## src/rtl/rv_decode_stage_if.sv

```systemverilog
// ---------------------------------------------------------------------------
// rv_decode_stage_if
//   Bundles every non-clock, non-reset signal of the RV32I decode stage:
//   the fetch-side valid/ready handshake, the decoded bundle sent to execute,
//   the writeback request from WB, and the RegF read/write port owned by the
//   decode stage.
//
//   Modports:
//     slave  - the decode stage itself (rv_decode_stage).
//     master - the environment around it (fetch, execute, WB and RegF).
//
//   XLEN must match the XLEN of the rv_decode_stage instance it connects to.
// ---------------------------------------------------------------------------
interface rv_decode_stage_if #(
  parameter int XLEN = 32
);
  // Fetch handshake
  logic            in_valid;
  logic            in_ready;
  logic [31:0]     in_instr;

  // Decoded bundle to execute
  logic            out_valid;
  logic            out_ready;
  logic [6:0]      out_opcode;
  logic [2:0]      out_funct3;
  logic [6:0]      out_funct7;
  logic [4:0]      out_rd;
  logic [XLEN-1:0] out_imm;
  logic [XLEN-1:0] out_rs1_val;
  logic [XLEN-1:0] out_rs2_val;
  logic            out_illegal;

  // Writeback request
  logic            wb_valid;
  logic [4:0]      wb_rd;
  logic [XLEN-1:0] wb_data;

  // RegF port
  logic            rw;
  logic            wr;
  logic [4:0]      Ad_rs1;
  logic [4:0]      Ad_rs2;
  logic [4:0]      Ad_rd;
  logic [XLEN-1:0] rd_data_in;
  logic [XLEN-1:0] rs1_data;
  logic [XLEN-1:0] rs2_data;

  modport slave (
    input  in_valid, in_instr, out_ready, wb_valid, wb_rd, wb_data,
           rs1_data, rs2_data,
    output in_ready, out_valid, out_opcode, out_funct3, out_funct7, out_rd,
           out_imm, out_rs1_val, out_rs2_val, out_illegal,
           rw, wr, Ad_rs1, Ad_rs2, Ad_rd, rd_data_in
  );

  modport master (
    output in_valid, in_instr, out_ready, wb_valid, wb_rd, wb_data,
           rs1_data, rs2_data,
    input  in_ready, out_valid, out_opcode, out_funct3, out_funct7, out_rd,
           out_imm, out_rs1_val, out_rs2_val, out_illegal,
           rw, wr, Ad_rs1, Ad_rs2, Ad_rd, rd_data_in
  );
endinterface

```

## src/rtl/rv_decode_stage.sv

```systemverilog
// ---------------------------------------------------------------------------
// rv_decode_stage
//   RV32I instruction-decode stage sitting directly upstream of RegF.
//   Accepts an instruction from fetch, decodes fields and the sign-extended
//   immediate, stalls on RAW hazards against a pending-write scoreboard,
//   reads RegF (one-cycle read latency) and presents the operand bundle to
//   execute. WB write requests pass straight through to the RegF write port.
//
//   Ports:
//     clk  - rising-edge clock
//     rst  - synchronous, active-low reset
//     bus  - rv_decode_stage_if.slave: fetch handshake (in_*), execute
//            bundle (out_*), writeback request (wb_*), RegF port
//            (rw, wr, Ad_rs1, Ad_rs2, Ad_rd, rd_data_in, rs1_data, rs2_data)
//
//   Flow: IDLE (accept) -> CHECK (hazard, rw) -> READ (capture) -> VALID.
// ---------------------------------------------------------------------------
module rv_decode_stage #(
  parameter int XLEN = 32,
  parameter int NREG = 32
) (
  input  logic              clk,
  input  logic              rst,
  rv_decode_stage_if.slave  bus
);

  localparam logic [6:0] OP_LUI    = 7'b0110111;
  localparam logic [6:0] OP_AUIPC  = 7'b0010111;
  localparam logic [6:0] OP_JAL    = 7'b1101111;
  localparam logic [6:0] OP_JALR   = 7'b1100111;
  localparam logic [6:0] OP_BRANCH = 7'b1100011;
  localparam logic [6:0] OP_LOAD   = 7'b0000011;
  localparam logic [6:0] OP_STORE  = 7'b0100011;
  localparam logic [6:0] OP_IMM    = 7'b0010011;
  localparam logic [6:0] OP_REG    = 7'b0110011;
  localparam logic [6:0] OP_SYSTEM = 7'b1110011;

  typedef enum logic [1:0] {IDLE, CHECK, READ, VALID} state_e;

  // Decode results latched with the instruction so CHECK works from flops.
  typedef struct packed {
    logic            illegal;
    logic            use_rs1;
    logic            use_rs2;
    logic            writes_rd;
    logic [XLEN-1:0] imm;
  } decode_t;

  function automatic decode_t decode(input logic [31:0] instr);
    decode_t d;
    d           = '0;
    d.use_rs1   = 1'b1;
    d.writes_rd = 1'b1;
    case (instr[6:0])
      OP_LUI, OP_AUIPC: begin
        d.use_rs1 = 1'b0;
        d.imm     = XLEN'($signed({instr[31:12], 12'b0}));
      end
      OP_JAL: begin
        d.use_rs1 = 1'b0;
        d.imm     = XLEN'($signed({instr[31], instr[19:12], instr[20],
                                   instr[30:21], 1'b0}));
      end
      OP_JALR, OP_LOAD, OP_IMM, OP_SYSTEM: begin
        d.imm = XLEN'($signed(instr[31:20]));
      end
      OP_STORE: begin
        d.use_rs2   = 1'b1;
        d.writes_rd = 1'b0;
        d.imm       = XLEN'($signed({instr[31:25], instr[11:7]}));
      end
      OP_BRANCH: begin
        d.use_rs2   = 1'b1;
        d.writes_rd = 1'b0;
        d.imm       = XLEN'($signed({instr[31], instr[7], instr[30:25],
                                     instr[11:8], 1'b0}));
      end
      OP_REG: begin
        d.use_rs2 = 1'b1;
      end
      default: begin
        // Unknown opcode: no operands, no destination, zero immediate.
        d.illegal   = 1'b1;
        d.use_rs1   = 1'b0;
        d.writes_rd = 1'b0;
      end
    endcase
    return d;
  endfunction

  state_e          state_q;
  logic            in_ready_q;
  logic [31:0]     instr_q;
  decode_t         dec_q;
  logic [XLEN-1:0] rs1_val_q;
  logic [XLEN-1:0] rs2_val_q;
  logic [NREG-1:0] sb_q;
  logic [NREG-1:0] sb_next;

  logic [4:0] rs1;
  logic [4:0] rs2;
  logic [4:0] rd;
  logic       hazard;
  logic       issue;
  logic       set_en;
  logic       wr;

  assign rs1 = instr_q[19:15];
  assign rs2 = instr_q[24:20];
  assign rd  = instr_q[11:7];

  // NOTE: every variable assigned in an always_comb gets a default first so
  // no path leaves it unassigned and no latch is inferred.
  always_comb begin
    hazard = 1'b0;
    if (!dec_q.illegal) begin
      if (dec_q.use_rs1 && (rs1 != 5'd0) && sb_q[rs1]) hazard = 1'b1;
      if (dec_q.use_rs2 && (rs2 != 5'd0) && sb_q[rs2]) hazard = 1'b1;
    end
  end

  assign issue  = (state_q == CHECK) && !hazard;
  assign set_en = issue && dec_q.writes_rd && (rd != 5'd0);
  assign wr     = bus.wb_valid && (bus.wb_rd != 5'd0);

  // Clear from WB first, then set from issue, so a same-edge set wins.
  always_comb begin
    sb_next = sb_q;
    if (wr)     sb_next[bus.wb_rd] = 1'b0;
    if (set_en) sb_next[rd]        = 1'b1;
    sb_next[0] = 1'b0;
  end

  // NOTE: sequential state uses non-blocking assignments so every flop
  // samples pre-edge values regardless of statement order.
  always_ff @(posedge clk) begin
    if (!rst) begin
      state_q    <= IDLE;
      in_ready_q <= 1'b0;
      instr_q    <= '0;
      dec_q      <= '0;
      rs1_val_q  <= '0;
      rs2_val_q  <= '0;
      sb_q       <= '0;
    end else begin
      sb_q <= sb_next;
      case (state_q)
        IDLE: begin
          // in_ready rises one cycle after reset release, then stays up
          // until an instruction is taken.
          in_ready_q <= 1'b1;
          if (in_ready_q && bus.in_valid) begin
            instr_q    <= bus.in_instr;
            dec_q      <= decode(bus.in_instr);
            in_ready_q <= 1'b0;
            state_q    <= CHECK;
          end
        end
        CHECK: begin
          if (!hazard) state_q <= READ;
        end
        READ: begin
          // RegF data is valid the cycle after rw.
          rs1_val_q <= bus.rs1_data;
          rs2_val_q <= bus.rs2_data;
          state_q   <= VALID;
        end
        VALID: begin
          if (bus.out_ready) begin
            in_ready_q <= 1'b1;
            state_q    <= IDLE;
          end
        end
        default: state_q <= IDLE;
      endcase
    end
  end

  assign bus.in_ready    = in_ready_q;
  assign bus.out_valid   = (state_q == VALID);
  assign bus.out_opcode  = instr_q[6:0];
  assign bus.out_funct3  = instr_q[14:12];
  assign bus.out_funct7  = instr_q[31:25];
  assign bus.out_rd      = rd;
  assign bus.out_imm     = dec_q.imm;
  assign bus.out_illegal = dec_q.illegal;
  assign bus.out_rs1_val = rs1_val_q;
  assign bus.out_rs2_val = rs2_val_q;

  assign bus.rw         = issue;
  assign bus.Ad_rs1     = rs1;
  assign bus.Ad_rs2     = rs2;
  assign bus.wr         = wr;
  assign bus.Ad_rd      = bus.wb_rd;
  assign bus.rd_data_in = bus.wb_data;

endmodule

```

## src/flat_wrapper.sv

```systemverilog
// flat-port wrapper written by rule: the top's interface ports become plain ports
module rv_decode_stage_flat 
#(
  parameter int XLEN = 32,
  parameter int NREG = 32
)
  (clk, rst, bus_in_valid, bus_in_instr, bus_out_ready, bus_wb_valid, bus_wb_rd, bus_wb_data, bus_rs1_data, bus_rs2_data, bus_in_ready, bus_out_valid, bus_out_opcode, bus_out_funct3, bus_out_funct7, bus_out_rd, bus_out_imm, bus_out_rs1_val, bus_out_rs2_val, bus_out_illegal, bus_rw, bus_wr, bus_Ad_rs1, bus_Ad_rs2, bus_Ad_rd, bus_rd_data_in);
  rv_decode_stage_if #(.XLEN(XLEN)) bus_i ();
  input  logic clk;
  input  logic rst;
  input wire logic [$bits(bus_i.in_valid)-1:0] bus_in_valid;
  input wire logic [$bits(bus_i.in_instr)-1:0] bus_in_instr;
  input wire logic [$bits(bus_i.out_ready)-1:0] bus_out_ready;
  input wire logic [$bits(bus_i.wb_valid)-1:0] bus_wb_valid;
  input wire logic [$bits(bus_i.wb_rd)-1:0] bus_wb_rd;
  input wire logic [$bits(bus_i.wb_data)-1:0] bus_wb_data;
  input wire logic [$bits(bus_i.rs1_data)-1:0] bus_rs1_data;
  input wire logic [$bits(bus_i.rs2_data)-1:0] bus_rs2_data;
  output wire logic [$bits(bus_i.in_ready)-1:0] bus_in_ready;
  output wire logic [$bits(bus_i.out_valid)-1:0] bus_out_valid;
  output wire logic [$bits(bus_i.out_opcode)-1:0] bus_out_opcode;
  output wire logic [$bits(bus_i.out_funct3)-1:0] bus_out_funct3;
  output wire logic [$bits(bus_i.out_funct7)-1:0] bus_out_funct7;
  output wire logic [$bits(bus_i.out_rd)-1:0] bus_out_rd;
  output wire logic [$bits(bus_i.out_imm)-1:0] bus_out_imm;
  output wire logic [$bits(bus_i.out_rs1_val)-1:0] bus_out_rs1_val;
  output wire logic [$bits(bus_i.out_rs2_val)-1:0] bus_out_rs2_val;
  output wire logic [$bits(bus_i.out_illegal)-1:0] bus_out_illegal;
  output wire logic [$bits(bus_i.rw)-1:0] bus_rw;
  output wire logic [$bits(bus_i.wr)-1:0] bus_wr;
  output wire logic [$bits(bus_i.Ad_rs1)-1:0] bus_Ad_rs1;
  output wire logic [$bits(bus_i.Ad_rs2)-1:0] bus_Ad_rs2;
  output wire logic [$bits(bus_i.Ad_rd)-1:0] bus_Ad_rd;
  output wire logic [$bits(bus_i.rd_data_in)-1:0] bus_rd_data_in;
  assign bus_i.in_valid = bus_in_valid;
  assign bus_i.in_instr = bus_in_instr;
  assign bus_i.out_ready = bus_out_ready;
  assign bus_i.wb_valid = bus_wb_valid;
  assign bus_i.wb_rd = bus_wb_rd;
  assign bus_i.wb_data = bus_wb_data;
  assign bus_i.rs1_data = bus_rs1_data;
  assign bus_i.rs2_data = bus_rs2_data;
  assign bus_in_ready = bus_i.in_ready;
  assign bus_out_valid = bus_i.out_valid;
  assign bus_out_opcode = bus_i.out_opcode;
  assign bus_out_funct3 = bus_i.out_funct3;
  assign bus_out_funct7 = bus_i.out_funct7;
  assign bus_out_rd = bus_i.out_rd;
  assign bus_out_imm = bus_i.out_imm;
  assign bus_out_rs1_val = bus_i.out_rs1_val;
  assign bus_out_rs2_val = bus_i.out_rs2_val;
  assign bus_out_illegal = bus_i.out_illegal;
  assign bus_rw = bus_i.rw;
  assign bus_wr = bus_i.wr;
  assign bus_Ad_rs1 = bus_i.Ad_rs1;
  assign bus_Ad_rs2 = bus_i.Ad_rs2;
  assign bus_Ad_rd = bus_i.Ad_rd;
  assign bus_rd_data_in = bus_i.rd_data_in;
  rv_decode_stage #(.XLEN(XLEN), .NREG(NREG)) u_core (.clk(clk), .rst(rst), .bus(bus_i));
endmodule
```

## config.mk

```make
export PLATFORM = sky130hd
export DESIGN_NAME = rv_decode_stage_flat
export DESIGN_NICKNAME = d
export VERILOG_FILES = /design/src/rtl/rv_decode_stage_if.sv /design/src/rtl/rv_decode_stage.sv /design/src/flat_wrapper.sv
export SDC_FILE = /design/constraint.sdc
export NUM_CORES = 1
export LEC_CHECK = 0
export CAP_MARGIN = 20
export CORE_ASPECT_RATIO = 0.9
export CORE_MARGIN = 2
export CORE_UTILIZATION = 40
export CTS_BUF_LIST = sky130_fd_sc_hd__clkbuf_4 sky130_fd_sc_hd__clkbuf_8 sky130_fd_sc_hd__clkbuf_16
export CTS_CLUSTER_DIAMETER = 150
export DETAILED_ROUTE_END_ITERATION = 10
export PLACE_DENSITY_LB_ADDON = 0.25
export RECOVER_POWER = 50
export SYNTH_ARGS = -nofsm -noshare
export SYNTH_HDL_FRONTEND = slang
export SYNTH_SLANG_ARGS = --single-unit
```

## constraint.sdc

```tcl
create_clock -name clk -period 2.7 [get_ports clk]
set_input_delay 0.675 -clock clk [delete_from_list [all_inputs] [get_ports clk]]
set_output_delay 0.675 -clock clk [all_outputs]
set_load 0.005 [all_outputs]
```

Yosys cells after proc, flatten, opt, wreduce, memory -nomap -nowiden
Index checks and enable logic that the tools add are counted.
- order comparisons: 6
- equality and inequality tests: 16
- multiplexer cells: 25
- bitwise logic cells: 3
- reductions and logical operators: 27
- operator list (operator ; number):
    case mux 32 bit (5 select lines) ; 1
    two-way mux 32 bit ; 2
    bitwise AND 32 bit ; 1
    inverter 32 bit ; 1
    OR 32 bit ; 1
    == test 7 bit (second input constant) ; 4
    < comparator 5 x 6 -> 1 bit (second input constant) ; 4
    == test 7 x 6 -> 1 bit (second input constant) ; 3
    nonzero test 5 bit ; 4
    == test 7 x 5 -> 1 bit (second input constant) ; 2
    two-way mux 1 bit ; 13
    logical AND 1 bit ; 11
    binary-select mux 1 bit (select 5 bit) ; 2
    demux 1 bit (select 5 bit) ; 2
    >= comparator 5 x 1 -> 1 bit (second input constant) ; 2
    OR reduction 10 bit ; 1
    case mux 2 bit (4 select lines) ; 1
    OR reduction 8 bit ; 1
    == test 7 x 2 -> 1 bit (second input constant) ; 1
    OR reduction 7 bit ; 1
    two-way mux 2 bit ; 3
    == test 2 bit (second input constant) ; 2
    inequality test 2 bit (second input constant) ; 2
    AND reduction 2 bit ; 2
    other kinds (10) ; 10
- bits in registers: 167
- input port bits: 138
- word-level logic and storage cells: 89

Logic depth before layout (Yosys ltp)
- depth in word-level cells: 11
- mapped depth: 9
- mapped depth without buffers: 7

Worst setup path after synthesis
Ideal clock, no wire load.
- path kind: register to output
- start point: register u_core.instr_q[20]
- end point: output bus_rw
- data arrival time: 2.057 ns
- data required time: 2.025 ns
- slack: -0.032 ns
- cell stages (with the launch flop): 9
- path buffers: 2
- path through: dfxtp_1 clkbuf_1 mux4_2 a22oi_1 nand4_1 o2bb2ai_1 and2_4 buf_6 and2b_2
- word-level cells in the longest chain between the ends: 7
- ends and longest elaborated chain (item ; line ; text):
    start: declaration ; rv_decode_stage.sv:93 ; logic [31:0] instr_q;
    start signal: assignment ; rv_decode_stage.sv:153 ; instr_q <= bus.in_instr;
    binary-select mux 1 bit (select 5 bit) / nonzero test 5 bit (equally long branches) ; rv_decode_stage.sv:118 ; if (dec_q.use_rs2 && (rs2 != 5'd0) && sb_q[rs2]) hazard = 1'b1;
    two-way mux 1 bit (implied by the code) / logical AND 1 bit (equally long branches) ; rv_decode_stage.sv:118 ;
    logical AND 1 bit (*) ; rv_decode_stage.sv:118 ;
    two-way mux 1 bit (*) ; rv_decode_stage.sv:118 ;
    two-way mux 1 bit (*) ; rv_decode_stage.sv:116 ; if (!dec_q.illegal) begin
    zero test 1 bit (*) ; rv_decode_stage.sv:122 ; assign issue = (state_q == CHECK) && !hazard;
    logical AND 1 bit (*) ; rv_decode_stage.sv:122 ;
    end: declaration ; flat_wrapper.sv:29 ; output wire logic [$bits(bus_i.rw)-1:0] bus_rw;
Every way passes the cells marked *; elsewhere a longest branch is shown, timed or not. The select of a mux whose other input is x is not followed.

Worst setup path after layout
- start point: register u_core.instr_q[16]
- end point: output bus_rw
- word-level cells in the longest chain between the ends: 8
- ends and longest elaborated chain (item ; line ; text):
    binary-select mux 1 bit (select 5 bit) / nonzero test 5 bit (equally long branches) ; rv_decode_stage.sv:117 ; if (dec_q.use_rs1 && (rs1 != 5'd0) && sb_q[rs1]) hazard = 1'b1;
    two-way mux 1 bit (implied by the code) / logical AND 1 bit (equally long branches) ; rv_decode_stage.sv:117 ;
    logical AND 1 bit (*) ; rv_decode_stage.sv:117 ;
    two-way mux 1 bit (*) ; rv_decode_stage.sv:117 ;
    two-way mux 1 bit (*) ; rv_decode_stage.sv:118 ;
    two-way mux 1 bit (*) ; rv_decode_stage.sv:116 ;
    zero test 1 bit (*) ; rv_decode_stage.sv:122 ;
    logical AND 1 bit (*) ; rv_decode_stage.sv:122 ;
Marks and branches as above.

==> flow_summary_export.csv <==
group,metric,value,unit
status,outcome,"finished, violations left",
status,violations,"max-capacitance violations, max-slew violations, negative setup slack",
cells_and_area,synthToLayoutAreaGrowth,41.89,%
yosys,yosysTopAreaCell,"dfxtp_1",
cells_and_area,final_cell_area,10940,um2
cells_and_area,fin_nets,1208,
routing,initialDrtViolationCount,496,
yosys,syn_area_per_cell,8.946,um2
yosys,synth-edff-count,0,
yosys,synth-async-reset-ratio,0,
cells_and_area,layoutNonFillerInstCount,1328,
clock_tree,htreeDepth,4,
yosys,synth_top_cell_area_share,0.4310,
routing,drt_first_pass_iters,5,
critical_path,reg2reg_from,"u_core.instr_q[16]",
power,ir_drop,412.2,uV
die,die_h,135.7,um
yosys,yosys-top-cells-area,"dfxtp_1 (43%), mux2i_1 (9.0%), buf_4 (6.7%), nand2_1 (5.1%), nor2_1 (4.7%)",
hold_path,worstHoldStart,"u_core.bus.out_imm[7]",
timing,rsz0062_at_grt,"yes",
power,p_switching,2.199,mW
yosys,ys_top_cells_by_count,"dfxtp_1 (166), nand2_1 (105), nor2_1 (96)",
timing,setup_viol,1,
critical_path,crit_type,"reg2out",
hold_path,hold_end,"u_core.bus.out_imm[7]",
yosys,syn_inst,862,
critical_path,crit_buf_inv,1,
power,switching_share,0.2898,
critical_path,r2r_cells,8,
power,pwr-share-seq,0.385,
critical_path,critPathTopFamily,"multiplexers",
timing,tightest_slew,1588,ps
critical_path,slowest_stage,"mux4_2",
die,core,19040,um2
global_route,antenna_found_initial,1,
global_route,overflow,0,
placed_design,port_buffers,243,
timing,max_freq,0.3301,GHz
power,p_leak,4.035,nW
die,dieWidth,150.4,um
hold_path,hp-class,"reg2reg",
die,die_area,20410,um2
timing,hold_viol_final,0,
yosys,ys_warn_count,0,
yosys,synth.most_common_cell,"dfxtp_1",
placed_design,gp_congestion,0.9259,
power,p_int,5.389,mW
placed_design,dp_hpwl,17750,um
critical_path,slowest_delay,500,ps
placed_design,place_area,10280,um2
clock_tree,cts-root-buf,"clkbuf_16",
clock_tree,cts_tree,"built",
critical_path,crit_fanout,3,
yosys,syn-cell-area,7711,um2
die,num_rows,48,
power,comb_power_share,0.281,
hold_path,hold_depth,2,
placed_design,dp_cells,1296,
critical_path,reg2reg_slack,390,ps
clock_tree,cts_buffers,17,
routing,wl,24110,um
global_route,grt_pass1_wl,36290,um
routing,wire_per_inst,18.15,um
flow_run,cap_violations,1,
critical_path,worst_setup_path_end_kind,"primary output",
clock_tree,clockBufferDepth,2,
timing,slew_headroom,-0.05899,
clock_tree,clkTransAtPathRegs,60,ps
timing,skew,7.979,ps
clock_tree,cts_sinks,166,
routing,drc_errors,0,
routing,viasPerCell,5.285,
cells_and_area,final_core_util,0.5747,
critical_path,required,2030,ps
yosys,ys_seq_area_frac,0.4310,
yosys,synth_nets,1004,
die,initial_core_util,0.4050,
cells_and_area,antenna_cells,0,
cells_and_area,drive_gt1_frac,0.1289,
critical_path,path_cells,"mux4_2 > mux2_4 > o221ai_4 > o2bb2ai_4 > and2_4 > and2b_2 > buf_6",
power,powerDensity,693.5,nW/um2
die,ios,308,
clock_tree,postCtsHoldBufs,0,
timing,fin_crit_sh,1.122,
routing,vias,7019,
cells_and_area,n_fill_cell,1676,
routing,ant_nets,0,
timing,min_period,3030,ps
global_route,grt_use_total,0.2309,
global_route,grt_max_degree,133,
yosys,ys_types,56,
critical_path,setup.worst_path.start_class,"flop",
placed_design,post-place-ws,-414.3,ps
clock_tree,clock_latency,420,ps
yosys,ys_seq_elements,166,
timing,drv_slew,133,
critical_path,regToRegEndpoint,"u_core.state_q[1]",
global_route,grt_pass1_vias,6641,
yosys,ys.flop_type,"dfxtp_1",
critical_path,worst_ep_arrival_time,2350,ps
timing,finalWorstSetupSlack,-329.6,ps
power,clkPwrFrac,0.334,
timing,totalNegativeSetupSlack,-329.6,ps
## state kept, by name (all words and copies together) (netlist names)
register	flops
u_core.bus.out_imm	32
u_core.bus.out_rs1_val	32
u_core.bus.out_rs2_val	32
u_core.instr_q	32
u_core.sb_q	31
u_core.dec_q	3
u_core.state_q	2
u_core.bus.in_ready	1
u_core.bus.out_illegal	1
## cell usage in the layout (no fill, tap or decap), types with 8 or more instances in the layout
master	n
a31oi_1	9
nand3b_1	8
nor2_1	96
nand2_1	105
inv_1	10
a21o_1	10
o31ai_1	24
mux2i_1	69
nand3_1	36
dlygate4sd3_1	37
dfxtp_1	162
clkdlybuf4s50_1	204
mux4_2	9
clkbuf_16	17
o21ai_0	13
a21oi_1	66
buf_4	61
o211ai_1	31
## through the flow
step / hold WS (ps) / power, mW
after floorplan: 432.3 / 4.054
after global placement: 440.7 / 5.098
after detailed placement: 442.7 / 5.130
after CTS: 452.1 / 7.693
after global routing: 467.0 / 7.939
final: 449.5 / 7.588
## routing by layer
| metal | track usage | routed length, um | vias to the layer above |
|---|---|---|---|
| met5 | 0 | 0 | - |
| met4 | 0.08124 | 521 | 0 |
| met3 | 0.06801 | 2178 | 39 |
| met2 | 0.3634 | 11110 | 285 |
| met1 | 0.3016 | 10300 | 3313 |
| li1 | - | - | 3382 |
## cell families after synthesis
group	count (synthesis)	synth area share
AO/OA/AOI/OAI	179	0.1506
adder cells (fa/ha/maj)	4	0.006491
buffers and inverters	137	0.1063
flip-flops	166	0.4310
multiplexers	87	0.1358
AND/OR/NAND/NOR	289	0.1699
## tightest hold or removal path, stage by stage, from the launching register on
cell and delay (ps):
dfxtp_1 310, nand2_1 50, a21oi_1 50
## power by group through the flow
stage	logic (mW)	clock network, mW	registers, mW
2_1_floorplan	1.10	0	2.95
3_5_place_dp	2.16	0	2.97
4_1_cts	2.19	2.58	2.93
6_report	2.13	2.53	2.92
3_3_place_gp	2.14	0	2.96
5_1_grt	2.31	2.67	2.95
## layout make-up
| type | count | area, um2 | area share |
|---|---|---|---|
| multi-input combinational | 559 | 3631 | 0.3318 |
| clock inverter | 11 | 148.9 | 0.01361 |
| clock buffer | 20 | 466.7 | 0.04265 |
| timing repair buffer | 312 | 3014 | 0.2755 |
| inverter | 10 | 37.54 | 0.003431 |
| sequential | 166 | 3331 | 0.3044 |
| tap | 250 | 312.8 | 0.02859 |
## what timing repair did
item | 4_1_cts | 5_1_grt
hold endpoints to repair | 0 | 0
setup buffers | 1 | 0
pin swaps | 5 | 3
resized for setup | 21 | 2
setup endpoints to repair | 2 | 1
## worst max-delay path by stage
| stage | startpoint | end | slack [ps] | cells past startpoint |
|---|---|---|---|---|
| 6_report | u_core.instr_q[16] | bus_rw | -330 | 7 |
| 5_1_grt | u_core.instr_q[16] | bus_rw | -410 | 7 |
| 4_1_cts | u_core.instr_q[16] | bus_rw | -350 | 7 |
| 3_5_place_dp | u_core.instr_q[16] | bus_rw | -410 | 7 |
| 3_3_place_gp | u_core.instr_q[16] | bus_rw | -360 | 7 |
| 2_1_floorplan | u_core.instr_q[16] | bus_rw | 20 | 8 |
(Power assumes the default switching activity.)
